[config.mk]
export PLATFORM = sky130hd
export DESIGN_NAME = inst_fetch_buffer
export DESIGN_NICKNAME = d
export VERILOG_FILES = /design/src/rtl/fetch_pkg.sv /design/src/rtl/inst_fetch_buffer.sv
export SDC_FILE = /design/constraint.sdc
export NUM_CORES = 1
export LEC_CHECK = 0
export BUFFER_PORTS_ARGS = -buffer_cell sky130_fd_sc_hd__buf_4
export CAP_MARGIN = 20
export CORE_ASPECT_RATIO = 1.1
export CORE_UTILIZATION = 59
export CTS_BUF_LIST = sky130_fd_sc_hd__clkbuf_8
export CTS_CLUSTER_DIAMETER = 60
export DETAILED_ROUTE_END_ITERATION = 12
export GPL_TIMING_DRIVEN = 0
export PLACE_DENSITY = 0.92
export SYNTH_ARGS = -nofsm -noshare
export SYNTH_HDL_FRONTEND = slang
export SYNTH_SLANG_ARGS = --single-unit
[constraint.sdc]
create_clock -name clk -period 4.7 [get_ports clk]
set_clock_uncertainty 0.05 [all_clocks]
set_input_delay 0.705 -clock clk [delete_from_list [all_inputs] [get_ports clk]]
set_output_delay 0.705 -clock clk [all_outputs]
set_load 0.01 [all_outputs]
[src/rtl/fetch_pkg.sv]
// Shared fetch-path types and constants used by the instruction fetch buffer
// and its neighbours.
package fetch_pkg;

    localparam int XLEN = 32;

    localparam logic [31:0] INST_NOP = 32'h0000_0013;

    typedef struct packed {
        logic [XLEN-1:0] pc;
        logic [31:0]     inst;
    } fetch_entry_t;

endpackage

[src/rtl/inst_fetch_buffer.sv]
// In-order instruction fetch buffer: issues memory requests for incoming PCs,
// pairs responses with their PCs and hands them to decode; flush drops in-flight work.
module inst_fetch_buffer
    import fetch_pkg::*;
#(
    parameter int DEPTH = 4,
    parameter int XLEN  = fetch_pkg::XLEN
) (
    input  logic            clk,
    input  logic            rst,
    input  logic [XLEN-1:0] pc_i,
    input  logic            pc_valid_i,
    output logic            pc_ready_o,
    input  logic            flush_i,
    output logic            imem_req_o,
    output logic [XLEN-1:0] imem_addr_o,
    input  logic            imem_gnt_i,
    input  logic            imem_rvalid_i,
    input  logic [31:0]     imem_rdata_i,
    output logic            inst_valid_o,
    input  logic            inst_ready_i,
    output logic [31:0]     inst_o,
    output logic [XLEN-1:0] inst_pc_o
);

    localparam int AW = $clog2(DEPTH);
    localparam int PW = AW + 1;

    logic [PW-1:0]   r_wr_ptr;
    logic [PW-1:0]   r_fill_ptr;
    logic [PW-1:0]   r_rd_ptr;
    logic [PW-1:0]   r_discard_cnt;
    logic [XLEN-1:0] r_pc   [DEPTH];
    logic [31:0]     r_inst [DEPTH];
    logic [DEPTH-1:0] r_filled;

    logic [AW-1:0]    w_wr_idx;
    logic [AW-1:0]    w_fill_idx;
    logic [AW-1:0]    w_rd_idx;
    logic [PW-1:0]    w_occupancy;
    logic [PW-1:0]    w_in_flight;
    logic [PW-1:0]    w_rvalid_ext;
    logic             w_full;
    logic             w_grant;
    logic             w_keep;
    logic             w_drop;
    logic             w_pop;
    logic [DEPTH-1:0] w_filled_next;

    assign w_wr_idx     = r_wr_ptr[AW-1:0];
    assign w_fill_idx   = r_fill_ptr[AW-1:0];
    assign w_rd_idx     = r_rd_ptr[AW-1:0];
    assign w_occupancy  = r_wr_ptr - r_rd_ptr;
    assign w_in_flight  = r_wr_ptr - r_fill_ptr;
    assign w_rvalid_ext = {{(PW-1){1'b0}}, imem_rvalid_i};
    assign w_full       = (w_occupancy == PW'(DEPTH));

    // Full is judged on pre-pop occupancy, so a pop never frees a slot in its own cycle.
    assign imem_req_o  = pc_valid_i & ~w_full & ~flush_i & ~rst;
    assign imem_addr_o = {pc_i[XLEN-1:2], 2'b00};
    assign pc_ready_o  = imem_req_o & imem_gnt_i;
    assign w_grant     = pc_ready_o;

    assign w_keep = imem_rvalid_i & ~flush_i & (r_discard_cnt == '0);
    assign w_drop = imem_rvalid_i & ~flush_i & (r_discard_cnt != '0);

    assign inst_valid_o = (r_rd_ptr != r_fill_ptr) & r_filled[w_rd_idx];
    assign w_pop        = inst_valid_o & inst_ready_i & ~flush_i;
    assign inst_o       = inst_valid_o ? r_inst[w_rd_idx] : INST_NOP;
    assign inst_pc_o    = r_pc[w_rd_idx];

    always_ff @(posedge clk or posedge rst) begin
        if (rst) begin
            r_wr_ptr      <= '0;
            r_fill_ptr    <= '0;
            r_rd_ptr      <= '0;
            r_discard_cnt <= '0;
        end else if (flush_i) begin
            // Everything still owed by memory becomes garbage; a response arriving now is one of them.
            r_rd_ptr      <= r_wr_ptr;
            r_fill_ptr    <= r_wr_ptr;
            r_discard_cnt <= r_discard_cnt + w_in_flight - w_rvalid_ext;
        end else begin
            if (w_grant) r_wr_ptr      <= r_wr_ptr + 1'b1;
            if (w_keep)  r_fill_ptr    <= r_fill_ptr + 1'b1;
            if (w_pop)   r_rd_ptr      <= r_rd_ptr + 1'b1;
            if (w_drop)  r_discard_cnt <= r_discard_cnt - 1'b1;
        end
    end

    always_ff @(posedge clk) begin
        if (w_grant) r_pc[w_wr_idx]     <= pc_i;
        if (w_keep)  r_inst[w_fill_idx] <= imem_rdata_i;
    end

    generate
        for (genvar gi = 0; gi < DEPTH; gi++) begin : g_filled
            assign w_filled_next[gi] =
                (w_keep  && (w_fill_idx == AW'(gi))) ? 1'b1 :
                (w_grant && (w_wr_idx   == AW'(gi))) ? 1'b0 :
                r_filled[gi];
        end
    endgenerate

    always_ff @(posedge clk or posedge rst) begin
        if (rst) r_filled <= '0;
        else     r_filled <= w_filled_next;
    end

endmodule

Yosys cells after proc, flatten, opt, wreduce, memory -nomap -nowiden
Memory sizes are Yosys's and may differ from the RTL's.
Cells that the tools add are included.
{"block": "classes", "n_addsub": 8, "magnitude_cmp": 1, "eq_ne": 8, "mux": 21, "bitwise_logic": 13, "reduce_logical": 20}
{"op": "32-bit two-way mux", "count": 1}
{"op": "3-bit two-way mux", "count": 6}
{"op": "2-bit nonzero test", "count": 7}
{"op": "1-bit two-way mux", "count": 13}
{"op": "1-bit bitwise AND", "count": 10}
{"op": "3-bit by 1-bit adder with 3-bit output (second input constant)", "count": 3}
{"op": "2-bit equality test (second input constant)", "count": 4}
{"op": "1-bit logical AND", "count": 8}
{"op": "3-bit subtractor", "count": 2}
{"op": "2-bit by 1-bit equality test with 1-bit output (second input constant)", "count": 2}
{"op": "2-bit logical NOT", "count": 2}
{"op": "3-bit adder", "count": 1}
{"op": "3-bit equality test (second input constant)", "count": 1}
{"op": "3-bit logical NOT", "count": 1}
{"op": "2-bit by 3-bit less-than comparator with 1-bit output (second input constant)", "count": 1}
{"op": "3-bit inequality test", "count": 1}
{"op": "1-bit NOT", "count": 3}
{"op": "3-bit nonzero test", "count": 1}
{"op": "3-bit by 1-bit subtractor with 3-bit output", "count": 1}
{"op": "3-bit by 1-bit subtractor with 3-bit output (second input constant)", "count": 1}
{"op": "1-bit binary-select mux with 2-bit select", "count": 1}
{"op": "2-bit AND reduction", "count": 1}
{"block": "totals", "ff_bits": 16, "mem_bits_rw": 256, "inputBits": 71, "output_inout_bits": 99, "wordCells": 81, "memories": 2}
{"name": "r_inst", "depth": 4, "word_bits": 32, "rd": 1, "rd_clocked_by_memory_dff": 0, "write_ports": 1, "line_no": "inst_fetch_buffer.sv:34", "source": "logic [31:0] r_inst [DEPTH];"}
{"name": "r_pc", "depth": 4, "word_bits": 32, "rd": 1, "rd_clocked_by_memory_dff": 0, "write_ports": 1, "line_no": "inst_fetch_buffer.sv:33", "source": "logic [XLEN-1:0] r_pc [DEPTH];"}

Depth between registers and ports, before layout
Gate-level depths: netlist (run 1).
{"block": "logic_depth", "depth_word": 10, "ltp_mapped": 11, "ltp_nobuf": 11}

Worst setup path before layout (run 1)
OpenSTA, ideal clock, no wires.
{"block": "synth_timing", "kind": "flip-flop to flip-flop", "from": "register r_rd_ptr[1]", "to": "memory r_pc[3][0] (enable)", "setup_ns": 0.446, "arrival_ns": 3.330, "required_ns": 4.204, "setup_slack_ns": 0.874, "path_stages_with_launch": 9, "path_buffers": 3, "period_less_slack_ns": 3.826, "cell_sequence": "dfrtp_1 > buf_4 > buf_2 > buf_1 > inv_1 > ha_1 > nor2b_1 > xnor2_2 > a31oi_1"}
{"block": "synth_between", "elab_chain_len": 9}
{"element": "start: declaration", "line_no": "inst_fetch_buffer.sv:31", "source": "logic [PW-1:0] r_rd_ptr;"}
{"element": "start signal: assignment", "line_no": "inst_fetch_buffer.sv:80", "source": "r_rd_ptr <= r_wr_ptr;"}
{"element": "start signal: assignment", "line_no": "inst_fetch_buffer.sv:86", "source": "if (w_pop) r_rd_ptr <= r_rd_ptr + 1'b1;"}
{"element": "3-bit subtractor", "line_no": "inst_fetch_buffer.sv:53", "source": "assign w_occupancy = r_wr_ptr - r_rd_ptr;"}
{"element": "3-bit equality test", "line_no": "inst_fetch_buffer.sv:56", "source": "assign w_full = (w_occupancy == PW'(DEPTH));"}
{"element": "1-bit NOT", "line_no": "inst_fetch_buffer.sv:59", "source": "assign imem_req_o = pc_valid_i & ~w_full & ~flush_i & ~rst;"}
{"element": "1-bit bitwise AND (3 in series)", "line_no": "inst_fetch_buffer.sv:59"}
{"element": "1-bit bitwise AND", "line_no": "inst_fetch_buffer.sv:61", "source": "assign pc_ready_o = imem_req_o & imem_gnt_i;"}
{"element": "1-bit two-way mux", "line_no": "inst_fetch_buffer.sv:92", "source": "if (w_grant) r_pc[w_wr_idx] <= pc_i;"}
{"element": "1-bit two-way mux (not written as such)", "line_no": "inst_fetch_buffer.sv:92"}
{"element": "end: declaration", "line_no": "inst_fetch_buffer.sv:33"}
Every way passes these cells.

Final worst setup path (run 1)
{"block": "layout_timing", "from": "register r_rd_ptr[1]", "to": "output port pc_ready_o"}
{"block": "layout_between", "elab_chain_len": 7}
{"element": "3-bit subtractor", "line_no": "inst_fetch_buffer.sv:53"}
{"element": "3-bit equality test", "line_no": "inst_fetch_buffer.sv:56"}
{"element": "1-bit NOT", "line_no": "inst_fetch_buffer.sv:59"}
{"element": "1-bit bitwise AND (3 in series)", "line_no": "inst_fetch_buffer.sv:59"}
{"element": "1-bit bitwise AND", "line_no": "inst_fetch_buffer.sv:61"}
{"element": "end: declaration", "line_no": "inst_fetch_buffer.sv:13", "source": "output logic pc_ready_o,"}
Every way passes these cells.

==> results.sh, run 1 <==
export IMPL_status="complete, no violations"
export IMPL_antenna_found_initial=0
export IMPL_slew_headroom_pct=40.9
export IMPL_worst_pin_slew_ps=885
export IMPL_final_util_pct=74.7
export IMPL_routed_wl_um=21900
export IMPL_grt_max_degree=33
export IMPL_path_common_cell="buf_4"
export IMPL_synth_seq_cells=272
export IMPL_postSynth_asyncResetShare_pct=5.88
export IMPL_cp_cell_sequence="buf_4 > buf_2 > buf_1 > inv_1 > ha_1 > nor2b_1 > xnor2_2 > a31oi_4 > buf_4"
export IMPL_finalCritPeriodShare_pct=81.4
export IMPL_dp_slack_ps=1090
export IMPL_slowest_stage="buf_1"
export IMPL_timing_rr_start="r_rd_ptr[1]"
export IMPL_synth_area_per_cell_um2=20.6
export IMPL_htree_levels=2
export IMPL_detail_route_antenna_nets=0
export IMPL_fin_hold_ws_ps=215
export IMPL_portBuffers=167
export IMPL_post_cts_buffers=0
export IMPL_drc=0
export IMPL_fin_setup_tns_ps=0
export IMPL_cts_made_buffers=40
export IMPL_crit_type="reg2out"
export IMPL_yosysTopAreaCell="edfxtp_1"
export IMPL_setup_ws_ps=874
export IMPL_max_freq_mhz=261
export IMPL_hold_viol=0
export IMPL_postCtsHoldBufs=0
export IMPL_holdCritPathClass="in2async"
export IMPL_endpoint_kind="output pin"
export IMPL_vdd_drop_max_v=0.000320
export IMPL_postCtsResizedCells=0
export IMPL_syn_to_final_growth_pct=22.3
export IMPL_cts_sinks=272
export IMPL_synthDistinctLibCells=41
export IMPL_yosysSeqAreaShare_pct=73.9
export IMPL_grt_pass1_wl_um=33100
export IMPL_overflow=0
export IMPL_vias=5760
export IMPL_worst_endpoint_required_ps=3940
export IMPL_fill_cells=949
export IMPL_clockRootBuffer="clkbuf_8"
export IMPL_multi_input_area_um2=2470
export IMPL_cts_max_path_buffers=3
export IMPL_rsz0062_at_grt="no"
export IMPL_clock_latency_ps=540
export IMPL_cp_arrival_ps=3070
export IMPL_synth_common_cells="256 x edfxtp_1, 65 x mux4_2, 35 x buf_4"
export IMPL_combPwrFrac_pct=38.5
export IMPL_dpl_hpwl_um=14600
export IMPL_synth_area_top_cells="edfxtp_1 70%, mux4_2 13%, dfrtp_1 3.7%, buf_4 2.4%, nor2b_1 1.7%"
export IMPL_gp_congestion=0.852
export IMPL_seq_power_share_pct=38.6
export IMPL_core_area_um2=17900
export IMPL_dieArea_um2=19100
export IMPL_min_period_ps=3830
export IMPL_ys_flop_type="edfxtp_1"
export IMPL_ff2ff_setup_slack_ps=1110
export IMPL_clkTransAtPathRegs_ps=60
export IMPL_cpPeakStageDelay_ps=520
export IMPL_synth_top_cell_area_share_pct=70.2
export IMPL_sw_frac_of_total_pct=31.9
export IMPL_worstSetupStartpointType="flop"
export IMPL_yosys_cell_count_top_type="edfxtp_1"
export IMPL_powerDensity_nw_per_um2=560
export IMPL_setup_viol=0
export IMPL_nets=837
export IMPL_clock_power_share_pct=22.9
export IMPL_tritoncts="built"
export IMPL_avgViaCountPerCell=5.69
export IMPL_p_int_mw=5.11
export IMPL_switchingPower_mw=2.40
export IMPL_path_max_fanout=10
export IMPL_dieHeight_um=145
export IMPL_yosysWarnings=0
export IMPL_die_x_um=132
export IMPL_seq_area_um2=8090
export IMPL_drv_cap=0
export IMPL_leakagePower_nw=4.93
export IMPL_rows=51
export IMPL_drt_iter0_drc=434
export IMPL_grt_pass1_vias=6172
export IMPL_syn_inst=531
export IMPL_reg2reg_depth=9
export IMPL_drt_pass1_iterations=5
export IMPL_reg2reg_to="r_pc[2][31]"
export IMPL_synth_edf_count=256
export IMPL_antennaDiodeCount=0
export IMPL_finalMaxSlewViolations=0
export IMPL_gr_usage_all_layers_pct=23.5
export IMPL_synth_area_um2=10900
export IMPL_drive_gt1_share_pct=44.7
export IMPL_ios=170
export IMPL_wl_per_cell_um=21.6
export IMPL_initial_core_util_pct=61.1
cell type report:
type / instances / share of cell area (%)
inverters: 20 / 0.561
multi-input cells: 188 / 18.4
clock inverters: 27 / 1.13
plain buffers: 52 / 2.59
flip-flops and latches: 272 / 60.4
clock buffers: 41 / 4.21
well taps: 238 / 2.22
repair buffers: 174 / 10.4
power groups by stage:
stage	Clock (mW)	Combinational, mW	Sequential [mW]
detailed placement	0	2.89	2.94
finish	1.72	2.89	2.89
CTS	1.75	2.92	2.89
global route	1.85	3.11	2.91
floorplan	0	1.78	2.91
global placement	0	2.73	2.93
worst max path at each step:
stage | start | endpoint | depth (start not counted)
detailed placement | r_rd_ptr[1] | r_pc[2][13] | 9
CTS | r_rd_ptr[1] | pc_ready_o | 9
floorplan | r_rd_ptr[1] | r_pc[3][0] | 8
global route | r_rd_ptr[1] | pc_ready_o | 9
global placement | r_rd_ptr[1] | r_pc[3][13] | 8
finish | r_rd_ptr[1] | pc_ready_o | 9
cell usage in the layout (no fill, tap or decap), types with 3 or more instances in the layout:
cell,instances
mux2_2,3
ha_1,14
buf_16,4
clkbuf_8,41
nor2_1,5
buf_6,4
nor2b_1,30
mux2i_1,5
mux4_2,65
fa_1,4
buf_2,10
clkinv_1,11
dfrtp_1,16
xnor2_1,7
a21oi_1,8
and2_2,3
clkbuf_1,5
nand2_1,7
inv_1,30
or3_1,3
buf_4,202
xor2_1,5
edfxtp_1,256
a31oi_1,4
sequential cells by signal, summed over array words and instances, names as in the netlist:
register       cells
r_wr_ptr           3
r_discard_cnt      3
r_fill_ptr         3
r_inst           128
r_rd_ptr           3
r_filled           4
r_pc             128
routing by layer:
| layer | vias up | global-route usage, % | part of all wire, % |
|---|---|---|---|
| met5 | - | 0 | 0 |
| met1 | 2930 | 27.7 | 37 |
| met3 | 54 | 6.30 | 7.4 |
| met2 | 275 | 41.2 | 53 |
| li1 | 2501 | - | - |
| met4 | 0 | 9.61 | 2.9 |
critical path, delay by kind of cell (launching register included):
family,cells,cell delay (ps)
AND/OR/NAND/NOR,1,210
flip-flops,1,360
AO/OA/AOI/OAI,1,360
XOR/XNOR,1,150
adder cells (fa/ha/maj),1,200
buffers and inverters,5,1250
stage by stage:
step	instance area [um^2]	power, mW	cells
after floorplan	11000	4.70	532
after global placement	12500	5.66	937
after detailed placement	12700	5.83	944
after CTS	13400	7.57	1012
after global routing	13400	7.86	1012
final	13400	7.50	1012
logic make-up after synthesis:
family                   count (synthesis)  synth area share, %
AND/OR/NAND/NOR                         60                 3.18
AO/OA/AOI/OAI                           20                 1.21
XOR/XNOR                                14                 1.26
flip-flops                             272                 73.9
buffers and inverters                   72                 3.85
other                                    1               0.0342
multiplexers                            74                 14.3
adder cells (fa/ha/maj)                 18                 2.33
(Power assumes the default switching activity.)
==> run 2: changes to the inputs <==
--- a/config.mk
+++ b/config.mk
@@ -5,15 +5,16 @@
 export SDC_FILE = /design/constraint.sdc
 export NUM_CORES = 1
 export LEC_CHECK = 0
+export ABC_AREA = 1
 export BUFFER_PORTS_ARGS = -buffer_cell sky130_fd_sc_hd__buf_4
 export CAP_MARGIN = 20
 export CORE_ASPECT_RATIO = 1.1
-export CORE_UTILIZATION = 59
+export CORE_UTILIZATION = 53
 export CTS_BUF_LIST = sky130_fd_sc_hd__clkbuf_8
 export CTS_CLUSTER_DIAMETER = 60
 export DETAILED_ROUTE_END_ITERATION = 12
 export GPL_TIMING_DRIVEN = 0
-export PLACE_DENSITY = 0.92
+export PLACE_DENSITY = 0.88
 export SYNTH_ARGS = -nofsm -noshare
 export SYNTH_HDL_FRONTEND = slang
 export SYNTH_SLANG_ARGS = --single-unit
==> constraint.sdc (replaced) <==
create_clock -name clk -period 3.5 [get_ports clk]
set_clock_uncertainty 0.05 [all_clocks]
set_input_delay 0.525 -clock clk [delete_from_list [all_inputs] [get_ports clk]]
set_output_delay 0.525 -clock clk [all_outputs]
set_load 0.01 [all_outputs]
==> results.sh, run 2 <==
export IMPL_slowest_stage="dfrtp_1"
export IMPL_cts_sinks=272
export IMPL_worst_endpoint_required_ps=2920
export IMPL_worst_path_buf_inv=4
export IMPL_vdd_drop_max_v=0.000466
export IMPL_min_period_ps=3080
export IMPL_worst_pin_slew_ps=970
export IMPL_placed_area_um2=13200
export IMPL_syn_inst=896
export IMPL_grt_max_degree=33
export IMPL_post_place_cells=1355
export IMPL_cpPeakStageDelay_ps=470
export IMPL_rows=55
export IMPL_synth_top_cell_area_share_pct=67.6
export IMPL_dieHeight_um=156
export IMPL_synth_area_per_cell_um2=12.7
export IMPL_finalMaxSlewViolations=0
export IMPL_final_common_cell="edfxtp_1"
export IMPL_synth_common_cells="256 x edfxtp_1, 188 x nor2_1, 136 x o21ai_0"
export IMPL_leakagePower_nw=5.31
export IMPL_grt_pass1_wl_um=41000
export IMPL_path_max_fanout=19
export IMPL_yosysSeqAreaShare_pct=71.2
export IMPL_finalNonFillerCells=1426
export IMPL_drc=0
export IMPL_gr_usage_all_layers_pct=24.7
export IMPL_status="complete, no violations"
export IMPL_cts_max_path_buffers=3
export IMPL_hold_viol=0
export IMPL_setup_ws_ps=422
export IMPL_rsz0062_at_grt="no"
export IMPL_dpl_hpwl_um=17800
export IMPL_wl_per_cell_um=18.8
export IMPL_antennaDiodeCount=0
export IMPL_drt_iter0_drc=589
export IMPL_synth_area_top_cells="edfxtp_1 68%, nor2_1 6.2%, o21ai_0 6.0%, dfrtp_1 3.5%, buf_4 2.6%"
export IMPL_fin_area_um2=13900
export IMPL_synth_area_um2=11400
export IMPL_nets=1201
export IMPL_slew_headroom_pct=35.3
export IMPL_postSynth_asyncResetShare_pct=5.88
export IMPL_reg_top3="r_inst: 128 flops, r_pc: 128 flops, r_filled: 4 flops"
export IMPL_crit_type="reg2out"
export IMPL_synthDistinctLibCells=34
export IMPL_ys_flop_type="edfxtp_1"
export IMPL_ios=170
export IMPL_cp_top_family="buffers and inverters"
export IMPL_postCtsHoldBufs=0
export IMPL_cp_arrival_ps=2500
export IMPL_finalCritPeriodShare_pct=87.9
export IMPL_clkTransAtPathRegs_ps=60
export IMPL_total_power_mw=10.7
export IMPL_tritoncts="built"
export IMPL_cp_cell_sequence="inv_1 > buf_4 > ha_1 > a21oi_1 > nand2_1 > nand3_2 > nand3_1 > inv_2 > buf_4"
export IMPL_final_util_pct=66.9
export IMPL_clock_latency_ps=530
export IMPL_htree_levels=2
export IMPL_path_common_cell="buf_4"
export IMPL_drv_cap=0
export IMPL_grt_pass1_vias=7835
export IMPL_avgViaCountPerCell=5.48
export IMPL_yosysTopAreaCell="edfxtp_1"
export IMPL_core_area_um2=20800
export IMPL_routed_wl_um=26800
export IMPL_setup_viol=0
export IMPL_layout_common_cells="256 x edfxtp_1, 205 x buf_4, 188 x nor2_1"
export IMPL_detail_route_antenna_nets=0
export IMPL_overflow=0
export IMPL_yosys_cell_count_top_type="edfxtp_1"
export IMPL_initial_core_util_pct=54.7
export IMPL_die_x_um=142
export IMPL_synth_seq_cells=272
export IMPL_holdCritPathClass="in2async"
export IMPL_antenna_found_initial=0
export IMPL_drt_pass1_iterations=5
export IMPL_powerDensity_nw_per_um2=767
export IMPL_clockRootBuffer="clkbuf_8"
export IMPL_vias=7808
export IMPL_postCtsResizedCells=0
export IMPL_yosysWarnings=0
export IMPL_cts_made_buffers=41
export IMPL_worstSetupStartpointType="flop"
export IMPL_fin_hold_ws_ps=30.4
export IMPL_synth_edf_count=256
export IMPL_drive_gt1_share_pct=28.1
export IMPL_gp_congestion=0.785
export IMPL_fill_cells=1423
export IMPL_endpoint_kind="output pin"
export IMPL_post_cts_buffers=0
export IMPL_dieArea_um2=22000
export IMPL_portBuffers=166
export IMPL_max_freq_mhz=325
export IMPL_syn_to_final_growth_pct=22.4
export IMPL_dp_slack_ps=136
export IMPL_fin_setup_tns_ps=0
[run 2: cell types whose count changed after synthesis, moves of 5 or more]
cell / previous run / this run
a21oi_1: 8 / 1
a21oi_2: 0 / 29
a31oi_1: 5 / 0
clkbuf_1: 5 / 23
inv_1: 20 / 33
mux2i_1: 5 / 0
mux4_2: 65 / 0
nand2_1: 7 / 65
nand3_1: 2 / 10
nor2_1: 5 / 188
nor2b_1: 30 / 0
o21ai_0: 2 / 136
o22ai_1: 1 / 32
[run 2: metal layers]
metal	vias to the layer above	global-route usage (%)	wire length (um)
li1	3580	-	-
met1	3792	29.7	9970
met2	384	44.3	13900
met3	52	5.65	2360
met4	0	6.91	511
met5	-	0	0
[run 2: logic make-up (layout without fill, tap and decap cells)]
kind of cell	Yosys count	in the layout	share of synthesized area, %
AO/OA/AOI/OAI	206	206	10.8
XOR/XNOR	7	7	0.539
adder cells (fa/ha/maj)	18	18	2.25
buffers and inverters	119	363	5.77
flip-flops	272	272	71.2
other	1	2	0.0330
AND/OR/NAND/NOR	273	273	9.47
[run 2: layout make-up]
class / instances / area, um^2 / share of cell area [%]
Buffer: 81 / 503 / 3.62
Tap cell: 285 / 357 / 2.56
Multi-Input combinational cell: 506 / 2630 / 18.9
Clock inverter: 31 / 181 / 1.30
Sequential cell: 272 / 8090 / 58.2
Timing Repair Buffer: 173 / 1440 / 10.3
Inverter: 37 / 149 / 1.07
Clock buffer: 41 / 564 / 4.06
[run 2: worst paths after layout]
| check | start | endpoint | slack, ps | cells past startpoint |
|---|---|---|---|---|
| max in group asynchronous | rst | r_wr_ptr[0] | 2970 | 2 |
| max | r_rd_ptr[1] | pc_ready_o | 420 | 9 |
| min reg2reg | r_filled[1] | r_filled[1] | 430 | 2 |
| min | rst | r_filled[0] | 30 | 2 |
| min in group clk | imem_rdata_i[4] | r_inst[1][4] | 130 | 1 |
| max reg2reg | r_rd_ptr[1] | r_pc[0][21] | 440 | 9 |
[run 2: where the power goes]
group | switching [mW] | total (mW) | internal (mW)
clock | 1.16 | 2.41 | 1.24
sequential | 0.115 | 3.86 | 3.75
combinational | 2.69 | 4.40 | 1.71
==> run 3: changes to the inputs <==
==> constraint.sdc (replaced) <==
create_clock -name clk -period 3.5 [get_ports clk]
set_clock_uncertainty 0.05 [all_clocks]
set_input_delay 0.35 -clock clk [delete_from_list [all_inputs] [get_ports clk]]
set_output_delay 0.35 -clock clk [all_outputs]
set_load 0.01 [all_outputs]
==> results.sh, run 3 (same netlist as run 2, synthesis figures left out) <==
export IMPL_syn_to_final_growth_pct=28.2
export IMPL_initial_core_util_pct=54.7
export IMPL_die_x_um=142
export IMPL_detail_route_antenna_nets=0
export IMPL_hold_viol=0
export IMPL_portBuffers=166
export IMPL_finalCritPeriodShare_pct=95.2
export IMPL_ios=170
export IMPL_placed_area_um2=13200
export IMPL_status="complete, no violations"
export IMPL_worst_endpoint_required_ps=3680
export IMPL_seq_area_um2=8090
export IMPL_multi_input_area_um2=2630
export IMPL_drt_pass1_iterations=5
export IMPL_gp_congestion=0.785
export IMPL_final_common_cell="edfxtp_1"
export IMPL_dieHeight_um=156
export IMPL_fin_area_um2=14600
export IMPL_drive_gt1_share_pct=26.8
export IMPL_clockRootBuffer="clkbuf_8"
export IMPL_grt_pass1_vias=8257
export IMPL_dr_wl_met2_um=14900
export IMPL_grt_pass1_wl_um=43300
export IMPL_setup_viol=0
export IMPL_slowest_stage="inv_1"
export IMPL_gr_usage_all_layers_pct=26.2
export IMPL_drt_iter0_drc=646
export IMPL_vdd_drop_max_v=0.000473
export IMPL_core_area_um2=20800
export IMPL_holdCritPathClass="in2reg"
export IMPL_min_period_ps=3330
export IMPL_cpPeakStageDelay_ps=680
export IMPL_wl_met1_um=10500
export IMPL_overflow=0
export IMPL_wl_per_cell_um=18.9
export IMPL_endpoint_kind="flop"
export IMPL_worstSetupStartpointType="flop"
export IMPL_route_met3_wl_um=2230
export IMPL_cp_arrival_ps=3510
export IMPL_layout_common_cells="256 x edfxtp_1, 205 x buf_4, 188 x nor2_1"
export IMPL_worst_pin_slew_ps=954
export IMPL_tritoncts="built"
export IMPL_reg_top3="r_inst: 128 flops, r_pc: 128 flops, r_filled: 4 flops"
export IMPL_post_place_cells=1355
export IMPL_drc=0
export IMPL_powerDensity_nw_per_um2=738
export IMPL_avgViaCountPerCell=5.40
export IMPL_max_freq_mhz=300
export IMPL_rsz0062_at_grt="no"
export IMPL_path_max_fanout=18
export IMPL_leakagePower_nw=5.56
export IMPL_crit_type="reg2reg"
export IMPL_clkTransAtPathRegs_ps=60
export IMPL_cts_sinks=272
export IMPL_ff2ff_setup_slack_ps=170
export IMPL_path_common_cell="inv_1"
export IMPL_cp_cell_sequence="inv_1 > buf_4 > clkbuf_1 > ha_1 > a21oi_1 > nand2_1 > nand3_2 > nand4_1 > inv_1 > buf_16"
export IMPL_vias=8066
export IMPL_antenna_found_initial=1
export IMPL_clock_latency_ps=520
export IMPL_rows=55
export IMPL_finalNonFillerCells=1494
export IMPL_fill_cells=1323
export IMPL_routed_wl_um=28300
export IMPL_dieArea_um2=22000
export IMPL_nets=1267
export IMPL_highest_layer="met4"
export IMPL_htree_levels=2
export IMPL_cts_made_buffers=41
export IMPL_dpl_hpwl_um=17800
export IMPL_slew_headroom_pct=36.3
export IMPL_cts_max_path_buffers=3
export IMPL_finalMaxSlewViolations=0
export IMPL_final_util_pct=70.1
export IMPL_grt_max_degree=33
export IMPL_drv_cap=0
[run 3: metal layers]
metal | global-route usage, % | vias to the layer above
met2 | 47.3 | 391
met3 | 5.28 | 63
met4 | 8.70 | 0
met5 | 0 | -
met1 | 31.2 | 3894
li1 | - | 3718
[run 3: per-stage QoR]
step | total power, mW | TNS (ps) | setup slack, ps | hold WS [ps]
2_1_floorplan | 6.52 | 0 | 760 | 214
3_3_place_gp | 8.13 | -722 | -24.2 | 408
3_5_place_dp | 8.30 | 0 | 136 | 419
4_1_cts | 10.7 | 0 | 125 | 97.7
5_1_grt | 11.4 | 0 | 40.5 | 127
6_report | 10.8 | 0 | 166 | 112
[run 3: critical path: cells and delay by family, from the launching register on]
family | cells | cell delay, ps
AO/OA/AOI/OAI | 1 | 180
adder cells (fa/ha/maj) | 1 | 350
buffers and inverters | 5 | 1610
flip-flops | 1 | 460
AND/OR/NAND/NOR | 3 | 370
[run 3: what timing repair did]
action	in CTS	in global routing
gates resized for setup	0	2
setup buffers	0	0
hold endpoints to repair	271	0
hold buffers	65	0
setup endpoints to repair	0	32
[run 3: path summary, 6_finish.rpt]
| check | startpoint | cells after the start | end |
|---|---|---|---|
| worst max-delay path | r_rd_ptr[1] | 10 | r_pc[2][21] |
| worst min-delay path | imem_rvalid_i | 4 | r_discard_cnt[2] |
| worst max register to register | r_rd_ptr[1] | 10 | r_pc[2][21] |
| worst min register to register | r_filled[1] | 2 | r_filled[1] |
| max in group asynchronous | rst | 3 | r_filled[2] |
| min in group asynchronous | rst | 3 | r_discard_cnt[0] |
[run 3: final cells by class]
type / instances / share of cell area (%)
tap: 285 / 2.45
clock inverter: 31 / 1.24
antenna: 2 / 0.0343
sequential: 272 / 55.5
timing repair buffer: 238 / 14.3
multi-input combinational: 506 / 18.0
clock buffer: 41 / 3.87
buffer: 82 / 3.48
inverter: 37 / 1.07
[run 3: report_power, final]
group	internal, mW	leakage, nW	switching [mW]
Sequential	3.75	2.51	0.114
Clock	1.24	0.420	1.17
Combinational	1.76	2.63	2.72
Total	6.75	5.56	4.00
